[src/rtl/mult_arbiter.sv]
// mult_arbiter: round-robin front end that shares one shift-add multiplier
// between two requesters. It latches the winner's operands, pulses the
// multiplier start, waits for done (bounded by a watchdog), and returns the
// product to the requester that owns the transaction. Every output is a
// register, so nothing downstream sees a combinational path from the inputs.
//
// TIMEOUT must be within 2..255 because the watchdog counter is 8 bits wide.

module mult_arbiter #(
  parameter int unsigned TIMEOUT = 64
) (
  input  logic        Clk,
  input  logic        Rst,

  input  logic        Req0,
  input  logic [15:0] A0,
  input  logic [15:0] B0,
  output logic        Gnt0,
  output logic        Rdy0,
  output logic [31:0] P0,

  input  logic        Req1,
  input  logic [15:0] A1,
  input  logic [15:0] B1,
  output logic        Gnt1,
  output logic        Rdy1,
  output logic [31:0] P1,

  output logic        Mul_St,
  output logic [15:0] Mul_Multiplicando,
  output logic [15:0] Mul_Multiplicador,
  input  logic        Mul_Idle,
  input  logic        Mul_Done,
  input  logic [31:0] Mul_Produto,

  output logic        Err
);

  // Last counter value that is still a legal WAIT cycle. Reaching it without
  // a done means the multiplier is considered hung.
  localparam logic [7:0] TimeoutLast = 8'(TIMEOUT - 1);

  typedef enum logic [1:0] {
    StIdle  = 2'd0,
    StStart = 2'd1,
    StWait  = 2'd2,
    StDone  = 2'd3
  } state_t;

  state_t      state_q, state_d;

  // rr_q remembers the last winner; on a tie the other port is chosen.
  logic        rr_q, rr_d;
  logic        owner_q, owner_d;
  logic [7:0]  cnt_q, cnt_d;

  logic [15:0] opA_q, opA_d;
  logic [15:0] opB_q, opB_d;
  logic        mulSt_q, mulSt_d;

  logic        gnt0_q, gnt0_d;
  logic        gnt1_q, gnt1_d;
  logic        rdy0_q, rdy0_d;
  logic        rdy1_q, rdy1_d;
  logic [31:0] p0_q, p0_d;
  logic [31:0] p1_q, p1_d;
  logic        err_q, err_d;

  logic        anyReq;
  logic        winner;
  logic        launch;

  // Pick the port that would be granted if the FSM started a transaction now.
  always_comb begin
    anyReq = Req0 | Req1;
    winner = 1'b0;
    if (Req0 && Req1) begin
      winner = ~rr_q;
    end else if (Req1) begin
      winner = 1'b1;
    end
    launch = anyReq & Mul_Idle;
  end

  // Next-state and next-output logic; pulses default low, data registers hold.
  always_comb begin
    state_d = state_q;
    rr_d    = rr_q;
    owner_d = owner_q;
    cnt_d   = cnt_q;
    opA_d   = opA_q;
    opB_d   = opB_q;
    p0_d    = p0_q;
    p1_d    = p1_q;
    err_d   = err_q;
    mulSt_d = 1'b0;
    gnt0_d  = 1'b0;
    gnt1_d  = 1'b0;
    rdy0_d  = 1'b0;
    rdy1_d  = 1'b0;

    unique case (state_q)
      StIdle: begin
        // Only leave IDLE when the multiplier can actually accept work, so a
        // start pulse is never issued into a busy unit.
        if (launch) begin
          opA_d   = winner ? A1 : A0;
          opB_d   = winner ? B1 : B0;
          owner_d = winner;
          rr_d    = winner;
          mulSt_d = 1'b1;
          gnt0_d  = ~winner;
          gnt1_d  = winner;
          state_d = StStart;
        end
      end

      StStart: begin
        // Start and grant are visible for exactly this one cycle.
        cnt_d   = 8'd0;
        state_d = StWait;
      end

      StWait: begin
        cnt_d = cnt_q + 8'd1;
        // A done in the same cycle as the timeout still delivers the result.
        if (Mul_Done) begin
          if (owner_q) begin
            p1_d   = Mul_Produto;
            rdy1_d = 1'b1;
          end else begin
            p0_d   = Mul_Produto;
            rdy0_d = 1'b1;
          end
          state_d = StDone;
        end else if (cnt_q == TimeoutLast) begin
          if (owner_q) begin
            p1_d   = 32'd0;
            rdy1_d = 1'b1;
          end else begin
            p0_d   = 32'd0;
            rdy0_d = 1'b1;
          end
          err_d   = 1'b1;
          state_d = StDone;
        end
      end

      StDone: begin
        // Ready pulse is on the outputs during this cycle; go back to arbitrate.
        state_d = StIdle;
      end

      default: begin
        state_d = StIdle;
      end
    endcase
  end

  // State and output registers; reset clears everything and points the
  // round-robin at port 1 so that port 0 wins the first tie.
  always_ff @(posedge Clk or negedge Rst) begin
    if (!Rst) begin
      state_q <= StIdle;
      rr_q    <= 1'b1;
      owner_q <= 1'b0;
      cnt_q   <= 8'd0;
      opA_q   <= 16'd0;
      opB_q   <= 16'd0;
      mulSt_q <= 1'b0;
      gnt0_q  <= 1'b0;
      gnt1_q  <= 1'b0;
      rdy0_q  <= 1'b0;
      rdy1_q  <= 1'b0;
      p0_q    <= 32'd0;
      p1_q    <= 32'd0;
      err_q   <= 1'b0;
    end else begin
      state_q <= state_d;
      rr_q    <= rr_d;
      owner_q <= owner_d;
      cnt_q   <= cnt_d;
      opA_q   <= opA_d;
      opB_q   <= opB_d;
      mulSt_q <= mulSt_d;
      gnt0_q  <= gnt0_d;
      gnt1_q  <= gnt1_d;
      rdy0_q  <= rdy0_d;
      rdy1_q  <= rdy1_d;
      p0_q    <= p0_d;
      p1_q    <= p1_d;
      err_q   <= err_d;
    end
  end

  assign Gnt0              = gnt0_q;
  assign Gnt1              = gnt1_q;
  assign Rdy0              = rdy0_q;
  assign Rdy1              = rdy1_q;
  assign P0                = p0_q;
  assign P1                = p1_q;
  assign Mul_St            = mulSt_q;
  assign Mul_Multiplicando = opA_q;
  assign Mul_Multiplicador = opB_q;
  assign Err               = err_q;

endmodule

[config.mk]
export PLATFORM = sky130hd
export DESIGN_NAME = mult_arbiter
export DESIGN_NICKNAME = d
export VERILOG_FILES = /design/src/rtl/mult_arbiter.sv
export SDC_FILE = /design/constraint.sdc
export NUM_CORES = 1
export LEC_CHECK = 0
export ABC_AREA = 0
export CAP_MARGIN = 20
export CORE_MARGIN = 2
export CORE_UTILIZATION = 30
export CTS_CLUSTER_SIZE = 28
export DETAILED_ROUTE_END_ITERATION = 16
export SYNTH_ARGS = -nofsm -noshare
export SYNTH_HDL_FRONTEND = slang
export SYNTH_SLANG_ARGS = --single-unit
[constraint.sdc]
create_clock -name Clk -period 3.75 [get_ports Clk]
set_input_delay 0.375 -clock Clk [delete_from_list [all_inputs] [get_ports Clk]]
set_output_delay 0.375 -clock Clk [all_outputs]
set_load 0.02 [all_outputs]
* Word-level counts from Yosys, hierarchy flattened
Cells that the tools add are included.
** Storage, ports and cells
- Flip-flop bits (word level) :: 114
- Bits in latches :: 0
- RAM bits :: 0
- Bits in read-only memories :: 0
- Input bits :: 102
- Output and inout port bits :: 102
- Logic and storage cells :: 67
- Memories :: 0
** Cells by class
- Add/sub/neg operators :: 1
- Multipliers :: 0
- Div/mod/pow operators :: 0
- $lt $le $gt $ge :: 0
- Eq/ne operators :: 6
- Shift-type cells :: 0
- Multiplexer cells :: 31
- Bitwise gates (word level) :: 6
- Reductions and logical operators :: 9
** Operators with widths (count)
- $mux W32 :: 8
- $mux W16 :: 2
- $mux W1 :: 16
- $pmux W8 S2 :: 1
- $reduce_and A3 Y1 :: 3
- $add A8 B1 Y8 const B :: 1
- $eq A8 B6 Y1 const B :: 1
- $pmux W2 S4 :: 1
- $mux W2 :: 3
- $eq A2 B2 Y1 const B :: 2
- $not A1 Y1 :: 4
- $reduce_and A2 Y1 :: 2
- $reduce_bool A2 Y1 :: 2
- $ne A3 B3 Y1 const B :: 1
- $eq A2 B1 Y1 const B :: 1
- $logic_not A2 Y1 :: 1
- $ne A2 B2 Y1 const B :: 1
- $and A1 B1 Y1 :: 1
- $logic_and A1 B1 Y1 :: 1
- $or A1 B1 Y1 :: 1

* Longest topological paths before layout
Gate-level depths: netlist of the first run.
- Depth after elaboration :: 5
- Gate-level depth with buffers :: 8
- Mapped depth without buffers :: 6

* Worst setup path after synthesis of the first run
No wires, ideal clock.
- Kind :: register -> register
- From :: reg state_q[0]
- To :: reg p0_q[13], in the netlist P0[13]
- Setup time :: 118 ps
- Arrival :: 1428 ps
- Slack :: 2204 ps
- Cell stages (with the launch flop) :: 9
- Path buffers :: 3
- Cell sequence :: dfrtp_1 inv_1 ha_1 buf_4 and3b_1 buf_6 buf_6 a22o_1 a21o_1
** Between the ends
- Word-level cells in the longest chain between the ends :: 2
** RTL lines
- from (decl) :: RTL line 50 : state_t state_q, state_d;
- from (signal assigned) :: RTL line 164 : state_q <= StIdle;
- from (signal assigned) :: RTL line 179 : state_q <= state_d;
- $eq A2 B2 Y1 :: RTL line 102 : unique case (state_q)
- $reduce_and A3 Y1 (no source line)
- to (signal assigned) :: RTL line 190 : p0_q <= p0_d;
- to (decl) :: RTL line 65 : logic [31:0] p0_q, p0_d;
No other way between the ends.
A chain may end at the register's enable or synchronous reset.

* Worst setup path after layout of the first run
- From :: reg cnt_q[0]
- To :: reg p1_q[31], in the netlist P1[31]
** Between the ends
- Word-level cells in the longest chain between the ends :: 3
** RTL lines
- from (decl) :: RTL line 55 : logic [7:0] cnt_q, cnt_d;
- from (signal assigned) :: RTL line 182 : cnt_q <= cnt_d;
- $eq A8 B6 Y1 :: RTL line 136 : end else if (cnt_q == TimeoutLast) begin
- $reduce_bool A2 Y1 (no source line)
- $reduce_and A3 Y1 (no source line)
- to (signal assigned) :: RTL line 191 : p1_q <= p1_d;
- to (decl) :: RTL line 66 : logic [31:0] p1_q, p1_d;
No other way between the ends.

==> metrics.md, run 1 <==
| Metric | Value |
|---|---|
| Total congestion overflow | 0 |
| Seq/Total Area, Yosys | 0.553 |
| Flop and latch count out of synthesis | 114 |
| DRT antenna net count | 0 |
| Critical Path Max Stage Delay | 0.53 ns |
| First-pass GRT wire length | 23.3 mm |
| Peak VDD IR | 0.347 mV |
| Pin count of the biggest net entering global routing | 69 |
| # resized after CTS | 0 |
| CTS buffer count | 17 |
| Critical-path top delay cell | buf_4 |
| H-tree depth | 4 |
| Synth-to-Final Area Change | 51.9% |
| # hold bufs at CTS | 0 |
| Worst Path Max Fanout | 50 |
| Cell Chain, Critical Path | ha_1, and3_1, a21oi_4, buf_4, a21o_1 |
| Placement Setup Slack | around 1.6 ns |
| Antenna violations before repair | 1 |
| Via count | 4293 |
| WP data required | 4.09 ns |
| Final Slew Violations | 0 |
| RSZ-0062 raised after global routing | false |
| Clk pin slew, worst setup/hold paths | 0.05 ns |
| N_diodes | 0 |
| Yosys cell types | 32 |
| TNS Setup | 0 ns |
| # rows | 47 |
| CP Capture Type | flip-flop |
| Commonest cells after routing, fill and taps aside | 202 x clkdlybuf4s50_1, 113 x dfrtp_1, 65 x a22o_1, 65 x a21o_1, 44 x nand2_1 |
| Effective utilization at floorplan | 0.309 |
| Number of global-route vias before repair | ~4400 |
| Core box area | 16700 um2 |
| Synthesized area | ~5200 um2 |
| Slew margin rel. | 0.453 |
| Setup crit start kind | flip-flop |
| Layout Nets | 743 |
| CTS tree | done |
| DR vias/cell | 4.94 |
| Status | finished, final reports clean |
| Clock latency on the worst-skew pair | 0.41 ns |
| Ys Warns | 0 |
| Worst-margin pin slew | 0.821 ns |
| IO Port Bufs | 203 |
| Clock root cell | clkbuf_16 |
| Cell Pwr Density | 830 nW/um2 |
| Clock sinks | 114 |
| I/O pin count | ~200 |
| Final setup margin | around 1.6 ns |
| MaxCap Viol Count | 0 |
| Layout cells sized above 1 | 0.0616 |
| Core Util, Final | 0.469 |
| Drt wl/cell | 17.0 um |
| Synthesized area per cell | about 12 um2 |
| Starting DRT DRC Count | 184 |
| Hold Fails Final Rpt | 0 |
| Routability cong. | 0.756 |
| Worst EP arrival | 2.52 ns |
| Gr usage total | 0.166 |
| Setup Crit Path Kind | reg2reg |
| Die area | 18300 um2 |
| Die W | about 140 um |
| DRT Pass-1 Iters | 6 |
| Clock Tree Buf Depth | 2 |
| Fin crit period | around 2.2 ns |
| Multi-input gate area | approximately 2100 um2 |
| # fillers | 1540 |
| Routed wire length | 14.8 mm |
| Die H | 135 um |
| Syn Nets | 547 |
| Final Power | approximately 6.5 mW |
| Final Setup Violations | 0 |
| Residual DRC count | 0 |
| Worst Skew | 0.00991 ns |
| LEAKAGE | 3.29 nW |
| Hold Path Class | in2async |
| Setup Buffers After CTS | 0 |
| FF/Latch Area | 2850 um2 |
| Placed wire-length estimate | 10.4 mm |
| Commonest non-fill, non-tap cell in the layout | clkdlybuf4s50_1 |
| Synthesized instance count | about 440 |
| Fin crit share | 0.581 |
| Fmax | 0.459 GHz |
[per-layer routing]
layer | up-vias | GRT usage | routed length [um]
met5 | - | 0 | 0
met2 | 199 | 0.258 | 6630
met1 | 2070 | 0.201 | 6260
met4 | 0 | 0.0538 | 151
met3 | 11 | 0.0853 | 1720
li1 | 2013 | - | -
[synthesized netlist by cell type]
| cell type | n | area share |
|---|---|---|
| a21oi_2 | 1 | 0.0017 |
| or4_1 | 1 | 0.0015 |
| ha_1 | 3 | 0.0073 |
| o21ai_0 | 38 | 0.037 |
| a31o_2 | 1 | 0.0017 |
| nand4b_1 | 1 | 0.0017 |
| nand2b_1 | 5 | 0.0061 |
| nor3_1 | 1 | 0.00097 |
| buf_4 | 2 | 0.0029 |
| dfstp_2 | 1 | 0.0051 |
| a22o_1 | 65 | 0.11 |
| buf_2 | 11 | 0.011 |
| a211o_1 | 1 | 0.0017 |
| nor2_1 | 5 | 0.0036 |
| o211ai_1 | 3 | 0.0044 |
| inv_1 | 7 | 0.0051 |
| o31ai_1 | 2 | 0.0029 |
| nor4_1 | 1 | 0.0012 |
| a21oi_1 | 2 | 0.0019 |
| buf_6 | 12 | 0.026 |
| clkbuf_1 | 10 | 0.0073 |
| mux2i_1 | 34 | 0.066 |
| a21bo_2 | 1 | 0.0019 |
| a21o_1 | 65 | 0.095 |
| a21boi_0 | 2 | 0.0029 |
| nand2_1 | 44 | 0.032 |
| o2bb2ai_1 | 1 | 0.0017 |
| and3b_1 | 1 | 0.0017 |
| nand3_1 | 4 | 0.0039 |
| and4bb_1 | 1 | 0.0024 |
| and3_1 | 3 | 0.0036 |
| dfrtp_1 | 113 | 0.55 |
[final timing paths]
check                                startpoint                 end  slack (ns)  depth (start not counted)
max                        cnt_q[0]$_DFFE_PN0P_  P1[31]$_DFFE_PN0P_        1.57                          5
min                                         Rst   P1[3]$_DFFE_PN0P_        0.08                          1
max reg2reg                cnt_q[0]$_DFFE_PN0P_  P1[31]$_DFFE_PN0P_        1.57                          5
min reg2reg                     Err$_DFFE_PN0P_     Err$_DFFE_PN0P_        0.47                          2
max in group asynchronous                   Rst    rr_q$_DFFE_PN1P_        2.70                          2
min in group Clk                Err$_DFFE_PN0P_     Err$_DFFE_PN0P_        0.47                          2
[worst max-delay path: cells and delay by family, from the launching register on]
kind / cells / cell delay [ns]
adders and majority gates: 1 / 0.25
DFF: 1 / 0.40
AOI/OAI and AO/OA: 2 / 0.63
buffers and inverters: 1 / 0.53
and+or+nand+nor: 1 / 0.29
[where the power goes]
part | internal, mW | switching [mW] | leakage, nW
registers | 1.71 | 0.351 | 1.25
logic | 1.54 | 1.45 | 1.78
clock network | 0.931 | 0.526 | 0.260
total | 4.18 | 2.32 | 3.29
[layout make-up]
class / count / area share
timing repair buffer: 212 / 0.268
inverter: 7 / 0.00335
tap: 220 / 0.0351
clock buffer: 24 / 0.0602
sequential: 114 / 0.364
multi-input combinational: 286 / 0.262
clock inverter: 6 / 0.00734
[kinds of logic (layout without fill, tap and decap cells)]
family,count (synthesis),in the layout,share of synthesized area
compound gates,182,182,0.263
fa+ha+maj,3,3,0.00728
buf+inv,42,249,0.0521
flops,114,114,0.553
mux,34,34,0.0660
simple gates,67,67,0.0587
[state kept, by name, summed over array words and instances (netlist names)]
name               cells
cnt_q                  8
state_q                2
Mul_Multiplicando     16
Gnt1                   1
owner_q                1
Rdy0                   1
P0                    32
Mul_Multiplicador     16
Err                    1
P1                    32
Rdy1                   1
Mul_St                 1
rr_q                   1
Gnt0                   1
[per-stage QoR]
step	hold slack (ns)	instances	area [um2]
after floorplan	0.0794	442	5160
after global placement	0.462	839	7310
after detailed placement	0.465	839	7310
after CTS	0.0869	869	7840
after global routing	0.131	869	7840
final	0.0820	869	7840
Power figures use the tool's default switching activity.
==> inputs of run 2 (changes only) <==
Clock period 3.75 ns to 2.1 ns, I/O delays scaled along.
==> metrics.md, run 2 (synthesized netlist as in run 1, its figures left out) <==
| Metric | Value |
|---|---|
| Status | finished, final reports clean |
| Crit path capture | P0[15]$_DFFE_PN0P_ |
| Fmax | 0.554 GHz (+21%) |
| Hold Path Class | in2async |
| N_diodes | 0 (unchanged) |
| Core Util, Final | 0.479 (+0.0100) |
| RSZ-0062 raised after global routing | false |
| CP Capture Type | flip-flop |
| Worst EP arrival | 2.15 ns (-0.37 ns) |
| Routability cong. | 0.782 (+3.4%) |
| # hold bufs at CTS | 1 (+1) |
| Pin count of the biggest net entering global routing | 72 (+4.3%) |
| Clock root cell | clkbuf_16 |
| H-tree depth | 4 (unchanged) |
| Worst Setup SP | cnt_q[0]$_DFFE_PN0P_ |
| # resized after CTS | 0 (unchanged) |
| Reg-to-Reg End | P0[15]$_DFFE_PN0P_ |
| First-pass GRT wire length | 23.4 mm (+0.33%) |
| Worst Skew | 0.00792 ns (-0.00200 ns) |
| Placed wire-length estimate | 10.3 mm (-0.49%) |
| Clk pin slew, worst setup/hold paths | 0.05 ns (about the same) |
| Drt wl/cell | 16.6 um (-2.1%) |
| R2R Path Start | cnt_q[0]$_DFFE_PN0P_ |
| Effective utilization at floorplan | 0.309 (unchanged) |
| Core box area | 16700 um2 (unchanged) |
| Gr usage total | 0.165 (-0.000855) |
| CTS tree | done |
| Layout cells sized above 1 | 0.0763 (+0.0147) |
| I/O pin count | 204 (unchanged) |
| Via count | 4343 (+1.2%) |
| Fin crit period | 1.80 ns (-0.374 ns) |
| Residual DRC count | 0 (unchanged) |
| Cell Pwr Density | 1490 nW/um2 (+80%) |
| WP data required | 2.44 ns (-1.65 ns) |
| Number of global-route vias before repair | 4453 (+1.1%) |
| Setup Buffers After CTS | 0 (unchanged) |
| Total congestion overflow | 0 (unchanged) |
| Slew margin rel. | 0.689 (+0.236) |
| Worst Path Max Fanout | 59 (+18%) |
| Layout Nets | 749 (+0.81%) |
| Commonest cells after routing, fill and taps aside | 202 x clkdlybuf4s50_1, 113 x dfrtp_1, 65 x a22o_1, 65 x a21o_1, 44 x nand2_1 |
| # rows | 47 (unchanged) |
| Hold Fails Final Rpt | 0 (unchanged) |
| Die H | 135 um (unchanged) |
| DR vias/cell | 4.96 (+0.47%) |
| Peak VDD IR | 0.631 mV (+82%) |
| Final Power | 12.0 mW (+84%) |
| DRT Pass-1 Iters | 4 (-2) |
| Final Slew Violations | 0 (unchanged) |
| R2R depth | 5 (unchanged) |
| Final Setup Violations | 0 (unchanged) |
| LEAKAGE | 3.36 nW (+2.2%) |
| Antenna violations before repair | 0 (-1) |
| R2R Setup Slk | 0.30 ns (-1.28 ns) |
| Setup Crit Path Kind | reg2reg |
| Final setup margin | 0.295 ns (-1.28 ns) |
| Placement Setup Slack | 0.302 ns (-1.27 ns) |
| IO Port Bufs | 203 (unchanged) |
| Placed Area | 7410 um2 (+1.4%) |
| Commonest non-fill, non-tap cell in the layout | clkdlybuf4s50_1 |
| MaxCap Viol Count | 0 (unchanged) |
| DRT antenna net count | 0 (unchanged) |
| Finished Cell Area | 8000 um2 (+2.1%) |
| TNS Setup | 0 ns (unchanged) |
| Clock sinks | 114 (unchanged) |
| Die W | 135 um (unchanged) |
| Synth-to-Final Area Change | 55.2% |
| Starting DRT DRC Count | 193 (+4.9%) |
| Routed wire length | 14.5 mm (-1.5%) |
| Clock latency on the worst-skew pair | 0.41 ns (about the same) |
| Worst-margin pin slew | 0.466 ns (-0.354 ns) |
| Die area | 18300 um2 (unchanged) |
| Setup crit start kind | flip-flop |
| Fin crit share | 0.860 (+0.278) |
| Clock Tree Buf Depth | 2 (unchanged) |
| CTS buffer count | 17 (unchanged) |
-- run 2: cell types whose count changed in the layout (fill, tap and decap cells not counted) --
cell,previous run,this run
clkinv_4,0,1
clkbuf_8,2,4
dlygate4sd3_1,0,1
bufinv_16,1,2
clkinv_2,4,3
clkinvlp_4,1,3
buf_12,0,5
clkbuf_1,5,0
-- run 2: worst max-delay path: stages (launching register included) --
cell     delay, ns
dfrtp_1       0.41
ha_1          0.26
and3_1        0.27
a21oi_4       0.30
buf_12        0.30
a21o_1        0.16
-- run 2: worst min-delay path by stage --
stage / startpoint / cells past startpoint / end / slack [ns]
6_report: Rst / 2 / P1[26]$_DFFE_PN0P_ / 0.20
5_1_grt: Rst / 2 / P1[26]$_DFFE_PN0P_ / 0.21
4_1_cts: Rst / 2 / Rdy1$_DFF_PN0_ / 0.18
3_5_place_dp: Rst / 1 / P0[25]$_DFFE_PN0P_ / 0.06
3_3_place_gp: Rst / 1 / P0[25]$_DFFE_PN0P_ / 0.05
2_1_floorplan: Rst / 0 / Err$_DFFE_PN0P_ / -0.09
-- run 2: per-layer routing --
metal  global-route usage  part of all wire  up-vias
met5                    0                 0        -
met4               0.0463            0.0099        0
met3               0.0831              0.12       14
met2                0.259              0.45      211
met1                0.202              0.42     2096
li1                     -                 -     2022
-- run 2: where the power goes --
| part | internal [mW] | total, mW | switching (mW) |
|---|---|---|---|
| Clock | 1.85 | 2.83 | 0.979 |
| Sequential | 3.06 | 3.68 | 0.622 |
| Combinational | 2.84 | 5.45 | 2.61 |
| Total | 7.74 | 12.0 | 4.21 |
-- run 2: metrics by stage --
step,hold WS (ns),std cells
6_report,0.201,875
5_1_grt,0.212,875
4_1_cts,0.180,875
3_5_place_dp,0.0579,844
3_3_place_gp,0.0473,844
2_1_floorplan,-0.0856,442
-- run 2: cell type report --
cell class / count / area, um2
tap: 220 / 275
clock inverter: 9 / 106
clock buffer: 21 / 480
multi-input combinational: 286 / 2050
sequential: 114 / 2850
inverter: 7 / 26.3
timing repair buffer: 218 / 2210
fill: 1525 / 8700
==> inputs of run 3 (changes only) <==
Settings changed: CELL_PAD_IN_SITES_DETAIL_PLACEMENT from default to 0, CELL_PAD_IN_SITES_GLOBAL_PLACEMENT from default to 1, CORE_UTILIZATION 30 to 33, PLACE_DENSITY_LB_ADDON from default to 0.1.
==> metrics.md, run 3 (synthesized netlist as in run 1, its figures left out) <==
| Metric | Value |
|---|---|
| Routability cong. | 0.807 (+3.3%) |
| First-pass GRT wire length | 23.0 mm (-1.5%) |
| Non-Filler Instances | 870 (-0.57%) |
| Final Setup Violations | 0 (unchanged) |
| R2R depth | 6 (+1) |
| Via count | 4310 (-0.76%) |
| Hold Path Class | in2async |
| Residual DRC count | 0 (unchanged) |
| CTS tree | done |
| DRT Pass-1 Iters | 4 (unchanged) |
| Setup Crit Path Kind | reg2reg |
| MaxCap Viol Count | 0 (unchanged) |
| H-tree depth | 4 (unchanged) |
| Total congestion overflow | 0 (unchanged) |
| I/O pin count | 204 (unchanged) |
| Final Slew Violations | 0 (unchanged) |
| Fin crit period | 1.70 ns (-0.105 ns) |
| Worst EP arrival | 2.05 ns (-0.10 ns) |
| Status | finished, final reports clean |
| Effective utilization at floorplan | 0.338 (+0.0292) |
| Reg-to-Reg End | P1[28]$_DFFE_PN0P_ |
| Worst Skew | 0.00896 ns (+0.00105 ns) |
| Clock sinks | 114 (unchanged) |
| Worst-margin pin slew | 0.719 ns (+0.252 ns) |
| CP Capture Type | flip-flop |
| Die H | 129 um (-4.5%) |
| Routed wire length | 14.6 mm (+0.14%) |
| Core Util, Final | 0.523 (+0.0439) |
| Hold Fails Final Rpt | 0 (unchanged) |
| Commonest cells after routing, fill and taps aside | 202 x clkdlybuf4s50_1, 113 x dfrtp_1, 65 x a22o_1, 65 x a21o_1, 44 x nand2_1 |
| Placed Area | 7420 um2 (+0.22%) |
| Synth-to-Final Area Change | 54.7% |
| R2R Setup Slk | 0.40 ns (+0.10 ns) |
| Fin crit share | 0.810 (-0.0498) |
| # resized after CTS | 0 (unchanged) |
| Layout cells sized above 1 | 0.0698 (-0.00653) |
| Antenna violations before repair | 0 (unchanged) |
| Setup Buffers After CTS | 0 (unchanged) |
| Critical-path top delay cell | and3_1 |
| Die W | 129 um (-4.5%) |
| # fillers | 1380 (-9.5%) |
| Clk pin slew, worst setup/hold paths | 0.05 ns (about the same) |
| Core box area | 15300 um2 (-8.6%) |
| Starting DRT DRC Count | 204 (+5.7%) |
| DR vias/cell | 4.95 (-0.19%) |
| WP buf/inv | 2 (+1) |
| Worst Path Max Fanout | 25 (-58%) |
| Slew margin rel. | 0.521 (-0.168) |
| DRT antenna net count | 0 (unchanged) |
| CTS buffer count | 17 (unchanged) |
| R2R Path Start | state_q[0]$_DFFE_PN0P_ |
| Crit path max-delay family | simple AND/OR/NAND/NOR gates |
| LEAKAGE | 3.36 nW (about the same) |
| Drt wl/cell | 16.7 um (+0.72%) |
| RSZ-0062 raised after global routing | false |
| Die area | 16600 um2 (-8.8%) |
| Cell Pwr Density | 1480 nW/um2 (-0.77%) |
| # rows | 45 (-4.3%) |
| Critical Path Max Stage Delay | 0.43 ns (+0.02 ns) |
| Clock root cell | clkbuf_16 |
| Finished Cell Area | 7980 um2 (-0.27%) |
| Clock latency on the worst-skew pair | 0.42 ns (about the same) |
| Clock Tree Buf Depth | 2 (unchanged) |
| Fmax | 0.588 GHz (+6.1%) |
| Pin count of the biggest net entering global routing | 66 (-8.3%) |
| IO Port Bufs | 203 (unchanged) |
| Final Power | 11.8 mW (-1.0%) |
| N_diodes | 0 (unchanged) |
| Placed wire-length estimate | 10.2 mm (-0.89%) |
| Number of global-route vias before repair | 4443 (-0.22%) |
| Placed Instances | 837 (-0.83%) |
| TNS Setup | 0 ns (unchanged) |
| Cell Chain, Critical Path | inv_1, ha_1, and3_1, buf_12, a22o_1, a21o_1 |
| Peak VDD IR | 0.599 mV (-5.1%) |
| Setup crit start kind | flip-flop |
| Worst Setup SP | state_q[0]$_DFFE_PN0P_ |
| Gr usage total | 0.181 (+0.0158) |
| Layout Nets | 751 (+0.27%) |
| WP data required | 2.45 ns (about the same) |
| Commonest non-fill, non-tap cell in the layout | clkdlybuf4s50_1 |
==> run 3: cell count changes in the layout (fill, tap and decap cells not counted), sizes merged <==
cell / previous run / this run
clkbuf: 21 / 26
clkinvlp: 3 / 0
buf: 15 / 17
==> run 3: how the worst max path moves through the flow <==
stage / endpoint / slack, ns / cells past startpoint
floorplan: P0[13]$_DFFE_PN0P_ / 0.55 / 8
global placement: P1[23]$_DFFE_PN0P_ / 0.35 / 5
detailed placement: P1[5]$_DFFE_PN0P_ / 0.30 / 5
CTS: P1[5]$_DFFE_PN0P_ / 0.40 / 6
global route: P1[29]$_DFFE_PN0P_ / 0.25 / 6
finish: P1[28]$_DFFE_PN0P_ / 0.40 / 6
==> run 3: routing by layer <==
| layer | vias to the layer above | wire length (um) | global-route usage | share of wire |
|---|---|---|---|---|
| met5 | - | 0 | 0 | 0 |
| met1 | 2099 | 6140 | 0.215 | 0.42 |
| li1 | 2027 | - | - | - |
| met3 | 18 | 1260 | 0.0838 | 0.086 |
| met2 | 166 | 6910 | 0.292 | 0.47 |
| met4 | 0 | 259 | 0.0620 | 0.018 |
==> run 3: layout make-up <==
cell class	count	area (um2)	area share
Clock inverter	6	80.1	0.0100
Tap cell	211	264	0.0331
Clock buffer	26	469	0.0588
Timing Repair Buffer	220	2230	0.280
Multi-Input combinational cell	286	2050	0.257
Sequential cell	114	2850	0.358
Inverter	7	26.3	0.00329
==> run 3: timing repair <==
item	in CTS	in global routing
hold buffers	1	0
endpoints found under the hold margin	46	0
endpoints found under the setup margin	0	0
==> run 3: power breakdown <==
| part | total, mW | internal, mW | switching (mW) |
|---|---|---|---|
| logic | 5.44 | 2.84 | 2.60 |
| registers | 3.66 | 3.05 | 0.602 |
| clock network | 2.73 | 1.77 | 0.960 |
==> run 3: stage by stage <==
stage / setup slack [ns] / hold WS (ns)
CTS: 0.398 / 0.414
global route: 0.253 / 0.434
floorplan: 0.554 / -0.0856
global placement: 0.349 / 0.305
finish: 0.400 / 0.395
detailed placement: 0.302 / 0.308
